**config.mk**
```make
export PLATFORM = sky130hd
export DESIGN_NAME = rf_commit_scheduler_flat
export DESIGN_NICKNAME = d
export VERILOG_FILES = /design/src/rtl/rf_commit_scheduler_pkg.sv /design/src/rtl/rf_commit_scheduler_if.sv /design/src/rtl/rf_commit_scheduler_fifo.sv /design/src/rtl/rf_commit_scheduler.sv /design/src/flat_wrapper.sv
export SDC_FILE = /design/constraint.sdc
export NUM_CORES = 1
export LEC_CHECK = 0
export CAP_MARGIN = 20
export CORE_MARGIN = 2
export CORE_UTILIZATION = 57
export CTS_BUF_LIST = sky130_fd_sc_hd__clkbuf_16
export DETAILED_ROUTE_END_ITERATION = 7
export HOLD_SLACK_MARGIN = 0.15
export PLACE_DENSITY = 0.81
export SLEW_MARGIN = 20
export SYNTH_ARGS = -nofsm -noshare
export SYNTH_HDL_FRONTEND = slang
export SYNTH_SLANG_ARGS = --single-unit
```
**constraint.sdc**
```tcl
create_clock -name clk_in -period 4.05 [get_ports clk_in]
set_input_delay 0.81 -clock clk_in [delete_from_list [all_inputs] [get_ports clk_in]]
set_output_delay 0.81 -clock clk_in [all_outputs]
set_load 0.05 [all_outputs]
```
**src/rtl/rf_commit_scheduler_pkg.sv**
```systemverilog
// Shared types for the register-file commit scheduler: flush sequencing states,
// commit entry layout and default field widths.
package rf_sched_pkg;

  localparam int ROB_ID_W = 5;
  localparam int REG_ID_W = 5;
  localparam int XLEN     = 32;

  typedef enum logic [1:0] {
    ST_IDLE  = 2'd0,
    ST_DRAIN = 2'd1,
    ST_CLEAR = 2'd2
  } sched_state_t;

  typedef struct packed {
    logic [ROB_ID_W-1:0] rob_id;
    logic [REG_ID_W-1:0] reg_id;
    logic [XLEN-1:0]     value;
  } commit_entry_t;

endpackage

```
**src/rtl/rf_commit_scheduler_if.sv**
```systemverilog
// ROB-facing commit/flush handshake plus the register-file commit and clear outputs.
interface rf_commit_scheduler_if #(
  parameter int ROB_ID_W = rf_sched_pkg::ROB_ID_W,
  parameter int REG_ID_W = rf_sched_pkg::REG_ID_W,
  parameter int XLEN     = rf_sched_pkg::XLEN
);
  logic                c0_valid;
  logic [ROB_ID_W-1:0] c0_rob_id;
  logic [REG_ID_W-1:0] c0_reg_id;
  logic [XLEN-1:0]     c0_value;
  logic                c1_valid;
  logic [ROB_ID_W-1:0] c1_rob_id;
  logic [REG_ID_W-1:0] c1_reg_id;
  logic [XLEN-1:0]     c1_value;
  logic                commit_ready;
  logic                clear_req;
  logic                clear_busy;
  logic                rf_commit_ready;
  logic [ROB_ID_W-1:0] rf_commit_rob_id;
  logic [REG_ID_W-1:0] rf_commit_reg_id;
  logic [XLEN-1:0]     rf_commit_value;
  logic                rf_clear;

  modport master (
    output c0_valid, c0_rob_id, c0_reg_id, c0_value,
    output c1_valid, c1_rob_id, c1_reg_id, c1_value,
    output clear_req,
    input  commit_ready, clear_busy,
    input  rf_commit_ready, rf_commit_rob_id, rf_commit_reg_id, rf_commit_value, rf_clear
  );

  modport slave (
    input  c0_valid, c0_rob_id, c0_reg_id, c0_value,
    input  c1_valid, c1_rob_id, c1_reg_id, c1_value,
    input  clear_req,
    output commit_ready, clear_busy,
    output rf_commit_ready, rf_commit_rob_id, rf_commit_reg_id, rf_commit_value, rf_clear
  );
endinterface

```
**src/rtl/rf_commit_scheduler_fifo.sv**
```systemverilog
// In-order commit FIFO with two write ports (slot 0 lands before slot 1) and one read port.
module commit_fifo
  import rf_sched_pkg::*;
#(
  parameter int  DEPTH   = 4,
  parameter type entry_t = commit_entry_t
) (
  input  logic                     clk_in,
  input  logic                     rst_n_in,
  input  logic                     en,
  input  logic                     push0,
  input  entry_t                   din0,
  input  logic                     push1,
  input  entry_t                   din1,
  input  logic                     pop,
  output entry_t                   head,
  output logic [$clog2(DEPTH):0]   count
);
  localparam int PTR_W = $clog2(DEPTH);
  localparam int CNT_W = PTR_W + 1;

  entry_t           mem [DEPTH];
  logic [PTR_W-1:0] wr_ptr;
  logic [PTR_W-1:0] rd_ptr;
  logic [PTR_W-1:0] wr_ptr_1;

  // Slot 1 follows slot 0 when both push; otherwise it takes the current write slot.
  assign wr_ptr_1 = push0 ? wr_ptr + PTR_W'(1) : wr_ptr;
  assign head     = mem[rd_ptr];

  always_ff @(posedge clk_in) begin
    if (en) begin
      if (push0) mem[wr_ptr]   <= din0;
      if (push1) mem[wr_ptr_1] <= din1;
    end
  end

  always_ff @(posedge clk_in or negedge rst_n_in) begin
    if (!rst_n_in) begin
      wr_ptr <= '0;
      rd_ptr <= '0;
      count  <= '0;
    end else if (en) begin
      wr_ptr <= wr_ptr + PTR_W'(push0) + PTR_W'(push1);
      rd_ptr <= rd_ptr + PTR_W'(pop);
      count  <= count + CNT_W'(push0) + CNT_W'(push1) - CNT_W'(pop);
    end
  end

endmodule

```
**src/rtl/rf_commit_scheduler.sv**
```systemverilog
// Dual-commit to single-write-port scheduler with FIFO bypass and a drain-then-clear flush sequencer.
module rf_commit_scheduler
  import rf_sched_pkg::*;
#(
  parameter int DEPTH    = 4,
  parameter int ROB_ID_W = rf_sched_pkg::ROB_ID_W,
  parameter int REG_ID_W = rf_sched_pkg::REG_ID_W,
  parameter int XLEN     = rf_sched_pkg::XLEN
) (
  input logic                  clk_in,
  input logic                  rst_n_in,
  input logic                  rdy_in,
  rf_commit_scheduler_if.slave bus
);
  localparam int CNT_W = $clog2(DEPTH) + 1;

  typedef struct packed {
    logic [ROB_ID_W-1:0] rob_id;
    logic [REG_ID_W-1:0] reg_id;
    logic [XLEN-1:0]     value;
  } entry_t;

  sched_state_t     state;
  logic [CNT_W-1:0] count;
  entry_t           slot0, slot1, head, entry_p1;
  logic             vld_p1, busy_q, rf_clear_q;
  logic             commit_ok, keep0, keep1, fifo_empty, pop;
  logic             bypass0, bypass1, push0, push1;

  // Conservative: looks only at the registered count, never at a same-cycle pop.
  assign commit_ok  = rdy_in && (state == ST_IDLE) && ((CNT_W'(DEPTH) - count) >= CNT_W'(2));

  assign slot0      = '{rob_id: bus.c0_rob_id, reg_id: bus.c0_reg_id, value: bus.c0_value};
  assign slot1      = '{rob_id: bus.c1_rob_id, reg_id: bus.c1_reg_id, value: bus.c1_value};

  // Writes to x0 are accepted from the ROB but never reach the register file.
  assign keep0      = bus.c0_valid && commit_ok && (bus.c0_reg_id != '0);
  assign keep1      = bus.c1_valid && commit_ok && (bus.c1_reg_id != '0);

  assign fifo_empty = (count == '0);
  assign pop        = rdy_in && !fifo_empty;
  assign bypass0    = keep0 && fifo_empty;
  assign bypass1    = keep1 && fifo_empty && !keep0;
  assign push0      = keep0 && !fifo_empty;
  assign push1      = keep1 && !bypass1;

  commit_fifo #(
    .DEPTH   (DEPTH),
    .entry_t (entry_t)
  ) u_fifo (
    .clk_in   (clk_in),
    .rst_n_in (rst_n_in),
    .en       (rdy_in),
    .push0    (push0),
    .din0     (slot0),
    .push1    (push1),
    .din1     (slot1),
    .pop      (pop),
    .head     (head),
    .count    (count)
  );

  // ---- stage p1: register-file commit port and flush sequencer ----
  always_ff @(posedge clk_in or negedge rst_n_in) begin
    if (!rst_n_in) begin
      state      <= ST_IDLE;
      vld_p1     <= 1'b0;
      entry_p1   <= '0;
      busy_q     <= 1'b0;
      rf_clear_q <= 1'b0;
    end else if (rdy_in) begin
      if (pop) begin
        vld_p1   <= 1'b1;
        entry_p1 <= head;
      end else if (bypass0) begin
        vld_p1   <= 1'b1;
        entry_p1 <= slot0;
      end else if (bypass1) begin
        vld_p1   <= 1'b1;
        entry_p1 <= slot1;
      end else begin
        vld_p1   <= 1'b0;
      end

      case (state)
        ST_IDLE: begin
          rf_clear_q <= 1'b0;
          if (bus.clear_req) begin
            state  <= ST_DRAIN;
            busy_q <= 1'b1;
          end
        end
        // Nothing can be accepted here, so an empty FIFO means the last write already issued.
        ST_DRAIN: begin
          if (fifo_empty) begin
            state      <= ST_CLEAR;
            rf_clear_q <= 1'b1;
          end
        end
        ST_CLEAR: begin
          state      <= ST_IDLE;
          rf_clear_q <= 1'b0;
          busy_q     <= 1'b0;
        end
        default: begin
          state      <= ST_IDLE;
          rf_clear_q <= 1'b0;
          busy_q     <= 1'b0;
        end
      endcase
    end
  end

  assign bus.commit_ready     = commit_ok;
  assign bus.clear_busy       = busy_q;
  assign bus.rf_clear         = rf_clear_q;
  assign bus.rf_commit_ready  = vld_p1;
  assign bus.rf_commit_rob_id = entry_p1.rob_id;
  assign bus.rf_commit_reg_id = entry_p1.reg_id;
  assign bus.rf_commit_value  = entry_p1.value;

endmodule

```
**src/flat_wrapper.sv**
```systemverilog
// flat-port wrapper written by rule: the top's interface ports become plain ports
module rf_commit_scheduler_flat import rf_sched_pkg::*;
#(
  parameter int DEPTH    = 4,
  parameter int ROB_ID_W = rf_sched_pkg::ROB_ID_W,
  parameter int REG_ID_W = rf_sched_pkg::REG_ID_W,
  parameter int XLEN     = rf_sched_pkg::XLEN
)
  (clk_in, rst_n_in, rdy_in, bus_c0_valid, bus_c0_rob_id, bus_c0_reg_id, bus_c0_value, bus_c1_valid, bus_c1_rob_id, bus_c1_reg_id, bus_c1_value, bus_clear_req, bus_commit_ready, bus_clear_busy, bus_rf_commit_ready, bus_rf_commit_rob_id, bus_rf_commit_reg_id, bus_rf_commit_value, bus_rf_clear);
  rf_commit_scheduler_if #(.ROB_ID_W(ROB_ID_W), .REG_ID_W(REG_ID_W), .XLEN(XLEN)) bus_i ();
  input logic clk_in;
  input logic rst_n_in;
  input logic rdy_in;
  input wire logic [$bits(bus_i.c0_valid)-1:0] bus_c0_valid;
  input wire logic [$bits(bus_i.c0_rob_id)-1:0] bus_c0_rob_id;
  input wire logic [$bits(bus_i.c0_reg_id)-1:0] bus_c0_reg_id;
  input wire logic [$bits(bus_i.c0_value)-1:0] bus_c0_value;
  input wire logic [$bits(bus_i.c1_valid)-1:0] bus_c1_valid;
  input wire logic [$bits(bus_i.c1_rob_id)-1:0] bus_c1_rob_id;
  input wire logic [$bits(bus_i.c1_reg_id)-1:0] bus_c1_reg_id;
  input wire logic [$bits(bus_i.c1_value)-1:0] bus_c1_value;
  input wire logic [$bits(bus_i.clear_req)-1:0] bus_clear_req;
  output wire logic [$bits(bus_i.commit_ready)-1:0] bus_commit_ready;
  output wire logic [$bits(bus_i.clear_busy)-1:0] bus_clear_busy;
  output wire logic [$bits(bus_i.rf_commit_ready)-1:0] bus_rf_commit_ready;
  output wire logic [$bits(bus_i.rf_commit_rob_id)-1:0] bus_rf_commit_rob_id;
  output wire logic [$bits(bus_i.rf_commit_reg_id)-1:0] bus_rf_commit_reg_id;
  output wire logic [$bits(bus_i.rf_commit_value)-1:0] bus_rf_commit_value;
  output wire logic [$bits(bus_i.rf_clear)-1:0] bus_rf_clear;
  assign bus_i.c0_valid = bus_c0_valid;
  assign bus_i.c0_rob_id = bus_c0_rob_id;
  assign bus_i.c0_reg_id = bus_c0_reg_id;
  assign bus_i.c0_value = bus_c0_value;
  assign bus_i.c1_valid = bus_c1_valid;
  assign bus_i.c1_rob_id = bus_c1_rob_id;
  assign bus_i.c1_reg_id = bus_c1_reg_id;
  assign bus_i.c1_value = bus_c1_value;
  assign bus_i.clear_req = bus_clear_req;
  assign bus_commit_ready = bus_i.commit_ready;
  assign bus_clear_busy = bus_i.clear_busy;
  assign bus_rf_commit_ready = bus_i.rf_commit_ready;
  assign bus_rf_commit_rob_id = bus_i.rf_commit_rob_id;
  assign bus_rf_commit_reg_id = bus_i.rf_commit_reg_id;
  assign bus_rf_commit_value = bus_i.rf_commit_value;
  assign bus_rf_clear = bus_i.rf_clear;
  rf_commit_scheduler #(.DEPTH(DEPTH), .ROB_ID_W(ROB_ID_W), .REG_ID_W(REG_ID_W), .XLEN(XLEN)) u_core (.clk_in(clk_in), .rst_n_in(rst_n_in), .rdy_in(rdy_in), .bus(bus_i));
endmodule
```
==> metrics.cfg, run 1 <==
[outcome]
status=complete, no violations

[cells_and_area]
fillers=1411
fin_nets=1069
register_area_mm2=0.00640
fin_cells=1255
multi_input_area_mm2=0.00504
syn_to_final_growth_pct=20.5
layout-drive-gt1-share=0.298
layout_common_cells=mux2_2 (168), edfxtp_1 (168), clkdlybuf4s50_1 (132)

[yosys]
synth_top_family_by_area=multiplexers
synth_largest_area_cell=edfxtp_1
postSynthCellCount=846
synthTopCellsByArea=edfxtp_1 (43%), mux2_2 (16%), dfrtp_1 (11%)
synth_top_area_share=0.428
syn-cell-area_mm2=0.0118
yosysSeqAreaShare=0.542
yosys.area_share.adder=0.0146
synthFlopType=edfxtp_1
async_reset_ff_frac=0.243
yosys_warnings=0
avgSynthCellArea_um2=13.9
synth_edf_count=168
muxShareOfSynthArea=0.245
yosys.area_share.simple=0.0890
synth-seq-cells=222
syn_nets=948
ys_types=42
synth-compound-area-share=0.0722
synth_xor_area_frac=0.00297

[sta]
setup_violations=0
rsz0062_at_grt=no
max_slew_margin=0.369
post-route-period-util=0.860
clock_skew_ps=9.88
final.min_clock_period_ps=3480
tightest_slew_ps=946
maxSlewViolCount=0
fin_setup_tns_ps=0
holdWs_ps=424
hold_violations=0
fmax_mhz=287

[clock_tree]
h-tree-depth=1
cts_inserted_buffers=23
post_cts_resized=0
cts_tree=built
clock_sinks=222
clk_latency_ps=510
clock_path_buffers=3
clk_pin_slew_worst_paths_ps=60
ctsHoldBuffers=0
postCtsSetupBuffers=0
cts_root_buf=clkbuf_16

[routing]
wl_um=31000
wl_per_cell_um=24.7
first_pass_iters=5
avgViaCountPerCell=6.65
drt-initial-drc-count=791
num_vias=8348
ant_nets=0
drc=0

[placement]
numPortBuffers=135
dp_hpwl_um=18400
gp_congestion=0.809
dp_cells=1212

[flow_run]
maxCapViolCount=0

[global_routing]
grt.overflow.total=0
grt_pass1_wl_um=47900
grt_max_degree=81
gr-usage-all-layers=0.283
grt_pass1_vias=8518
antenna_found_initial=1

[worst_setup_path]
slowest_delay_ps=630
r2r_slack_ps=570
critPathArrivalTime_ps=3750
cp_top_family=compound AO/OA/AOI/OAI gates
path_max_fanout=20
end_kind=flip-flop
crit_slowest_cell=o211ai_4
worstSetupPathType=flip-flop to flip-flop
crit_chain=inv_1, ha_1, ha_2, nor3b_1, nor4_1, a21oi_1, o211ai_4, buf_12, mux2_2
worst_r2r_endpoint=u_core.u_fifo.mem[3][21]
path_buf_inv=2
timing.rr.start=u_core.u_fifo.count[1]
reg2reg_depth=9
crit_start=u_core.u_fifo.count[1]
crit_required_ps=4310
start_kind=flip-flop

[power]
clkPwrFrac=0.205
p_sw_frac=0.391
power-per-cell-area_mw_per_mm2=667
p_leak_nw=4.87
p_total_w=0.00948
pwr-share-seq=0.366
power.internal_w=0.00578
pwr-share-comb=0.429
ir_worst_vdd_mv=0.446
p_sw_w=0.00371

[die]
die_w_um=148
ios=136
die_y_um=148
rows=52
initial_utilization=0.581
die-area_mm2=0.0219
fp.coreArea_mm2=0.0203

[min_path]
hp-class=input pin to asynchronous set/reset pin

cells in the mapped netlist, types with 7 or more instances:
| library cell | count |
|---|---|
| a211oi_1 | 43 |
| a21oi_1 | 7 |
| buf_2 | 18 |
| clkbuf_1 | 45 |
| dfrtp_1 | 54 |
| edfxtp_1 | 168 |
| ha_1 | 9 |
| inv_1 | 14 |
| mux2_2 | 168 |
| mux4_2 | 42 |
| nand2_1 | 12 |
| nand3_1 | 44 |
| nor2b_1 | 43 |
| nor3_1 | 80 |
| o41ai_1 | 39 |
power by group through the flow:
stage | Sequential (W) | Combinational [W] | Clock (W)
3_3_place_gp | 0.00349 | 0.00397 | 0
2_1_floorplan | 0.00403 | 0.00215 | 0
6_report | 0.00347 | 0.00407 | 0.00194
5_1_grt | 0.00354 | 0.00430 | 0.00204
3_5_place_dp | 0.00351 | 0.00404 | 0
4_1_cts | 0.00347 | 0.00407 | 0.00195
flip-flops by register name (all words and copies together) (netlist names), 2 cells and up:
signal,cells
u_core.u_fifo.mem,168
u_core.bus.rf_commit_value,32
u_core.bus.rf_commit_reg_id,5
u_core.bus.rf_commit_rob_id,5
u_core.u_fifo.count,3
u_core.state,2
u_core.u_fifo.rd_ptr,2
u_core.u_fifo.wr_ptr,2
area by class of cell:
cell class,count,area share
multi-input combinational,536,0.354
tap,270,0.0238
clock inverter,18,0.00537
antenna,1,0.000176
sequential,222,0.450
clock buffer,24,0.0423
timing repair buffer,170,0.120
inverter,14,0.00370
layer usage:
metal / GRT usage / wire, um / vias to the layer above / share of wire
li1: - / - / 3610 / -
met3: 0.0367 / 2530 / 55 / 0.082
met1: 0.378 / 12200 / 4253 / 0.39
met4: 0.0867 / 701 / 0 / 0.023
met5: 0 / 0 / - / 0
met2: 0.490 / 15500 / 430 / 0.50
stage by stage:
step / utilization / setup WS (ps) / instance area (um2)
after detailed placement: 0.667 / 124 / 13500
after global placement: 0.667 / 183 / 13500
after global routing: 0.700 / 262 / 14200
final: 0.700 / 567 / 14200
after floorplan: - / 319 / 11800
after CTS: 0.700 / 580 / 14200
worst max path at each step:
stage,end,cells after the start
finish,u_core.u_fifo.mem[3][21],9
global route,u_core.u_fifo.mem[3][27],9
CTS,u_core.u_fifo.count[1],13
detailed placement,u_core.u_fifo.count[1],11
global placement,u_core.u_fifo.count[1],11
floorplan,u_core.u_fifo.mem[0][0],10
kinds of logic (layout without fill, tap and decap cells):
group,Yosys count,in the layout
simple gates,196,196
xor+xnor,4,4
compound gates,109,109
fa+ha+maj,12,12
flops,222,222
mux,215,215
other cells,0,1
buf+inv,88,226
No activity file was read; power rests on OpenSTA's default activity.
==> run 2: changes to the inputs <==
--- a/config.mk
+++ b/config.mk
@@ -6,13 +6,15 @@
 export NUM_CORES = 1
 export LEC_CHECK = 0
 export CAP_MARGIN = 20
+export CORE_ASPECT_RATIO = 1.4
 export CORE_MARGIN = 2
 export CORE_UTILIZATION = 57
 export CTS_BUF_LIST = sky130_fd_sc_hd__clkbuf_16
+export CTS_CLUSTER_DIAMETER = 100
 export DETAILED_ROUTE_END_ITERATION = 7
 export HOLD_SLACK_MARGIN = 0.15
 export PLACE_DENSITY = 0.81
-export SLEW_MARGIN = 20
+export SLEW_MARGIN = 10
 export SYNTH_ARGS = -nofsm -noshare
 export SYNTH_HDL_FRONTEND = slang
 export SYNTH_SLANG_ARGS = --single-unit
==> run 2 against run 1 <==
Combinational power up 1%. Core utilization down 0.29 points. Final area about the same. Global-route usage down 0.41 points. Power down 0.38%. Worst setup slack worse by 18 ps. Count of clock-buffer cells in the layout down 1. Wire length down 0.75%. Hold slack worse by 120 ps. Maximum frequency down 0.52%. Die area about the same. Critical path depth up 4.
==> metrics.cfg, run 2 (synthesis results as in run 1) <==
[sta]
fin_setup_tns_ps=0  ; unchanged
rsz0062_at_grt=no
clock_skew_ps=7.31  ; -2.58 ps
fmax_mhz=286  ; -0.52%
post-route-period-util=0.865  ; +0.00453
max_slew_margin=0.263  ; -0.106
tightest_slew_ps=1110  ; +159 ps
maxSlewViolCount=0  ; unchanged
hold_violations=0  ; unchanged
setup_violations=0  ; unchanged
final.min_clock_period_ps=3500  ; +18.3 ps

[cells_and_area]
layout-drive-gt1-share=0.301  ; +0.00274
syn_to_final_growth_pct=20.6  ; about the same
fillers=1410  ; -0.071%
fin_nets=1071  ; +0.19%
largest_reg_flops=168  ; unchanged
utilization=0.697  ; -0.00291
layout_common_cells=mux2_2 (168), edfxtp_1 (168), clkdlybuf4s50_1 (132)
register_area_mm2=0.00640  ; unchanged
multi_input_area_mm2=0.00504  ; unchanged
top_register=u_core.u_fifo.mem

[clock_tree]
h-tree-depth=1  ; unchanged
clk_pin_slew_worst_paths_ps=60  ; about the same
clk_latency_ps=510  ; about the same
clock_sinks=222  ; unchanged
ctsHoldBuffers=0  ; unchanged
cts_root_buf=clkbuf_16
cts_inserted_buffers=23  ; unchanged
clock_path_buffers=3  ; unchanged
postCtsSetupBuffers=0  ; unchanged
cts_tree=built
post_cts_resized=0  ; unchanged

[worst_setup_path]
path_max_fanout=6  ; -70%
end_kind=flip-flop
worstSetupPathType=flip-flop to flip-flop
crit_required_ps=4390  ; +80 ps
critPathArrivalTime_ps=3840  ; +90 ps
timing.rr.start=u_core.u_fifo.count[1]
reg2reg_depth=13  ; +4
r2r_slack_ps=550  ; -20 ps
start_kind=flip-flop
worst_r2r_endpoint=u_core.u_fifo.count[1]

[die]
die_y_um=174  ; +18%
rows=62  ; +19%
die-area_mm2=0.0219  ; about the same
fp.coreArea_mm2=0.0204  ; +0.51%
die_w_um=126  ; -15%
ios=136  ; unchanged
initial_utilization=0.578  ; -0.00292

[placement]
gp_congestion=0.821  ; +1.5%
numPortBuffers=135  ; unchanged
dp_hpwl_um=18200  ; -0.87%

[power]
p_total_w=0.00945  ; -0.38%
power.internal_w=0.00575  ; -0.39%
p_sw_frac=0.391  ; about the same
pwr-share-seq=0.366  ; about the same
pwr-share-comb=0.435  ; +0.006
p_leak_nw=4.88  ; +0.26%
clkPwrFrac=0.200  ; -0.005
p_sw_w=0.00370  ; -0.37%
ir_worst_vdd_mv=0.426  ; -4.6%
power-per-cell-area_mw_per_mm2=664  ; -0.47%

[global_routing]
grt.overflow.total=0  ; unchanged
grt_pass1_wl_um=48100  ; +0.42%
antenna_found_initial=1  ; unchanged
grt_max_degree=102  ; +26%
gr-usage-all-layers=0.279  ; -0.00406
grt_pass1_vias=8518  ; unchanged

[min_path]
hp-class=input pin to asynchronous set/reset pin

[routing]
drt-initial-drc-count=754  ; -4.7%
wl_per_cell_um=24.8  ; +0.29%
avgViaCountPerCell=6.65  ; about the same
ant_nets=0  ; unchanged
first_pass_iters=5  ; unchanged
wl_um=30800  ; -0.75%
drc=0  ; unchanged
num_vias=8255  ; -1.1%

[flow_run]
maxCapViolCount=0  ; unchanged

[outcome]
status=complete, no violations

-- run 2: changes by cell type in the layout (fill, tap and decap cells not counted) --
cell / delta
clkinv_1: -1
clkinv_2: +2
buf_4: -1
clkbuf_16: -1
buf_12: +3
inv_1: -1
-- run 2: layer usage --
layer | global-route usage | vias up | share of wire
met5 | 0 | - | 0
met4 | 0.0986 | 0 | 0.023
met3 | 0.0351 | 57 | 0.066
met2 | 0.491 | 365 | 0.53
li1 | - | 3610 | -
met1 | 0.357 | 4223 | 0.38
-- run 2: stage by stage --
| stage | area, um2 | worst slack (ps) | cells | hold slack, ps |
|---|---|---|---|---|
| global placement | 13500 | 190 | 1199 | 465 |
| detailed placement | 13600 | 144 | 1200 | 476 |
| CTS | 14200 | 565 | 1241 | 294 |
| floorplan | 11800 | 319 | 846 | 445 |
| global route | 14200 | 341 | 1242 | 323 |
| finish | 14200 | 548 | 1242 | 306 |
-- run 2: area by class of cell --
| type | count | area share |
|---|---|---|
| timing repair buffer | 172 | 0.124 |
| antenna | 1 | 0.000176 |
| clock inverter | 18 | 0.00554 |
| sequential | 222 | 0.450 |
| multi-input combinational | 536 | 0.354 |
| inverter | 14 | 0.00369 |
| clock buffer | 23 | 0.0405 |
| tap | 256 | 0.0225 |
-- run 2: worst max-delay path by stage --
stage / end / slack (ps) / cells past startpoint / start
2_1_floorplan: u_core.u_fifo.mem[0][0] / 320 / 10 / u_core.u_fifo.count[1]
3_3_place_gp: u_core.u_fifo.count[1] / 190 / 11 / bus_c1_reg_id[1]
3_5_place_dp: u_core.u_fifo.count[1] / 140 / 11 / bus_c1_reg_id[1]
4_1_cts: u_core.u_fifo.count[1] / 570 / 13 / u_core.u_fifo.count[1]
5_1_grt: u_core.u_fifo.count[1] / 340 / 13 / u_core.u_fifo.count[1]
6_report: u_core.u_fifo.count[1] / 550 / 13 / u_core.u_fifo.count[1]
-- run 2: power groups by stage --
stage               sequential [W]  combinational (W)  clock (W)
floorplan                  0.00403            0.00215          0
finish                     0.00346            0.00411    0.00189
CTS                        0.00346            0.00411    0.00190
global placement           0.00349            0.00399          0
global route               0.00352            0.00435    0.00198
detailed placement         0.00350            0.00408          0
-- run 2: worst max-delay path, cell delays in order, from the launching register on --
cell,delay [ps]
dfrtp_1,420
inv_1,120
ha_1,170
ha_2,260
nor3b_1,150
or3_1,460
nor2_1,170
o21ai_0,160
ha_1,340
fa_1,430
inv_1,90
fa_1,410
nand2_1,80
o21ai_0,90
==> run 3: changes to the inputs <==
--- a/config.mk
+++ b/config.mk
@@ -8,12 +8,12 @@
 export CAP_MARGIN = 20
 export CORE_ASPECT_RATIO = 1.4
 export CORE_MARGIN = 2
-export CORE_UTILIZATION = 57
-export CTS_BUF_LIST = sky130_fd_sc_hd__clkbuf_16
+export CORE_UTILIZATION = 59
+export CTS_BUF_LIST = sky130_fd_sc_hd__clkbuf_2 sky130_fd_sc_hd__clkbuf_4 sky130_fd_sc_hd__clkbuf_8
 export CTS_CLUSTER_DIAMETER = 100
 export DETAILED_ROUTE_END_ITERATION = 7
 export HOLD_SLACK_MARGIN = 0.15
-export PLACE_DENSITY = 0.81
+export PLACE_DENSITY = 0.83
 export SLEW_MARGIN = 10
 export SYNTH_ARGS = -nofsm -noshare
 export SYNTH_HDL_FRONTEND = slang
==> run 3 against run 2 <==
Wire length shrank 2.0%. Clock skew grew 7.6 ps. Maximum frequency shrank 1.2%. Sequential power is essentially flat. Critical path depth shrank 2. Hold slack gained 180 ps. Combinational power is essentially flat. Sequential cell count is the same. Register-to-register slack gained 50 ps. Power is essentially flat. First-iteration DRC count shrank 15%. Global-route usage grew 1.7 points. Largest cell class unchanged.
==> metrics.cfg, run 3 (synthesis results as in run 1) <==
[outcome]
status=complete, no violations

[placement]
dp_hpwl_um=18200  ; -0.35%
numPortBuffers=135  ; unchanged
gp_congestion=0.871  ; +6.1%
pre_cts_slack_ps=62.0  ; -81.8 ps

[worst_setup_path]
crit_required_ps=4380  ; about the same
path_max_fanout=7  ; +1
crit_slowest_cell=or4_1
end_kind=flip-flop
slowest_delay_ps=540  ; +80 ps
worstSetupPathType=input pin to flip-flop
crit_chain=clkdlybuf4s50_1, or4_1, o21ai_0, nor2_1, o21ai_0, ha_1, fa_1, inv_1, fa_1, nand2_1, o21ai_0
cp_common_cell=o21ai_0
critPathArrivalTime_ps=3870  ; +30 ps
start_kind=input pin

[sta]
hold_violations=0  ; unchanged
fmax_mhz=282  ; -1.2%
tightest_slew_ps=1080  ; -22.1 ps
finalWorstSetupSlack_ps=506  ; -42.8 ps
fin_setup_tns_ps=0  ; unchanged
rsz0062_at_grt=no
final.min_clock_period_ps=3540  ; +42.8 ps
maxSlewViolCount=0  ; unchanged
max_slew_margin=0.278  ; +0.0147
setup_violations=0  ; unchanged
clock_skew_ps=15.0  ; +7.65 ps
post-route-period-util=0.875  ; +0.0106

[die]
fp.coreArea_mm2=0.0198  ; -3.1%
initial_utilization=0.597  ; +0.0186
die-area_mm2=0.0212  ; -3.3%
die_y_um=171  ; -1.7%
ios=136  ; unchanged
die_w_um=124  ; -1.7%
rows=61  ; -1.6%

[clock_tree]
cts_root_buf=clkbuf_8
clock_path_buffers=3  ; unchanged
cts_tree=built
cts_inserted_buffers=35  ; +52%
clk_pin_slew_worst_paths_ps=60  ; about the same
ctsHoldBuffers=0  ; unchanged
clock_sinks=222  ; unchanged
h-tree-depth=2  ; +1
clk_latency_ps=500  ; about the same
post_cts_resized=0  ; unchanged
postCtsSetupBuffers=0  ; unchanged

[global_routing]
grt_pass1_wl_um=47400  ; -1.3%
grt.overflow.total=0  ; unchanged
grt_max_degree=102  ; unchanged
grt_pass1_vias=8685  ; +2.0%
antenna_found_initial=0  ; -1
gr-usage-all-layers=0.296  ; +0.0166

[routing]
drc=0  ; unchanged
drt-initial-drc-count=642  ; -15%
ant_nets=0  ; unchanged
avgViaCountPerCell=6.58  ; -1.0%
wl_um=30200  ; -2.0%
wl_per_cell_um=24.0  ; -3.0%
num_vias=8255  ; unchanged
first_pass_iters=5  ; unchanged

[flow_run]
maxCapViolCount=0  ; unchanged

[cells_and_area]
layout_common_cells=mux2_2 (168), edfxtp_1 (168), clkdlybuf4s50_1 (132)
top_register=u_core.u_fifo.mem
multi_input_area_mm2=0.00504  ; unchanged
layout-drive-gt1-share=0.321  ; +0.0205
fillers=1301  ; -7.7%
fin_nets=1080  ; +0.84%
register_area_mm2=0.00640  ; unchanged
largest_reg_flops=168  ; unchanged
diodes=0  ; -1
syn_to_final_growth_pct=20.6  ; about the same

[min_path]
hp-class=input pin to asynchronous set/reset pin

[power]
power-per-cell-area_mw_per_mm2=664  ; about the same
p_leak_nw=4.89  ; about the same
ir_worst_vdd_mv=0.450  ; +5.7%

[run 3: worst max-delay path, delay by kind of cell]
kind                     cells  cell delay (ps)
AND/OR/NAND/NOR              3              710
adder cells (fa/ha/maj)      3             1130
AO/OA/AOI/OAI                3              620
buffers and inverters        2              600
[run 3: area by class of cell]
type                    count  share of cell area
flip-flops and latches    222               0.450
multi-input cells         536               0.354
repair buffers            169               0.121
clock buffers              57              0.0481
well taps                 252              0.0222
inverters                  14             0.00369
clock inverters             5             0.00141
[run 3: worst paths after layout]
check | end | cells past startpoint | slack [ps] | from
max in group asynchronous | u_core.bus.rf_commit_value[21] | 2 | 2670 | rst_n_in
max | u_core.u_fifo.count[1] | 11 | 510 | bus_c1_reg_id[1]
max reg2reg | u_core.u_fifo.mem[3][38] | 9 | 600 | u_core.u_fifo.count[1]
min | u_core.bus.rf_commit_reg_id[4] | 1 | 490 | rst_n_in
min in group clk_in | u_core.bus.rf_commit_value[3] | 2 | 500 | u_core.bus.rf_commit_value[3]
min reg2reg | u_core.bus.rf_commit_value[3] | 2 | 500 | u_core.bus.rf_commit_value[3]
[run 3: routing by layer]
layer  vias to the layer above  global-route usage  share of wire
li1                       3621                   -              -
met1                      4157               0.369           0.37
met2                       406               0.527           0.54
met3                        71              0.0315          0.065
met4                         0               0.112          0.028
met5                         -                   0              0
[run 3: per-stage QoR]
stage	util	std cells	hold WS, ps	area, um2	power, W
5_1_grt	0.720	1255	522	14200	0.00988
3_5_place_dp	0.684	1193	482	13500	0.00756
3_3_place_gp	0.684	1193	466	13500	0.00747
4_1_cts	0.720	1255	476	14200	0.00947
6_report	0.720	1255	487	14200	0.00945
2_1_floorplan	-	846	445	11800	0.00618
[run 3: report_power, final]
part	switching [W]	internal [W]	total, W
Sequential	0.000394	0.00304	0.00344
Clock	0.000852	0.00106	0.00192
Combinational	0.00243	0.00167	0.00410
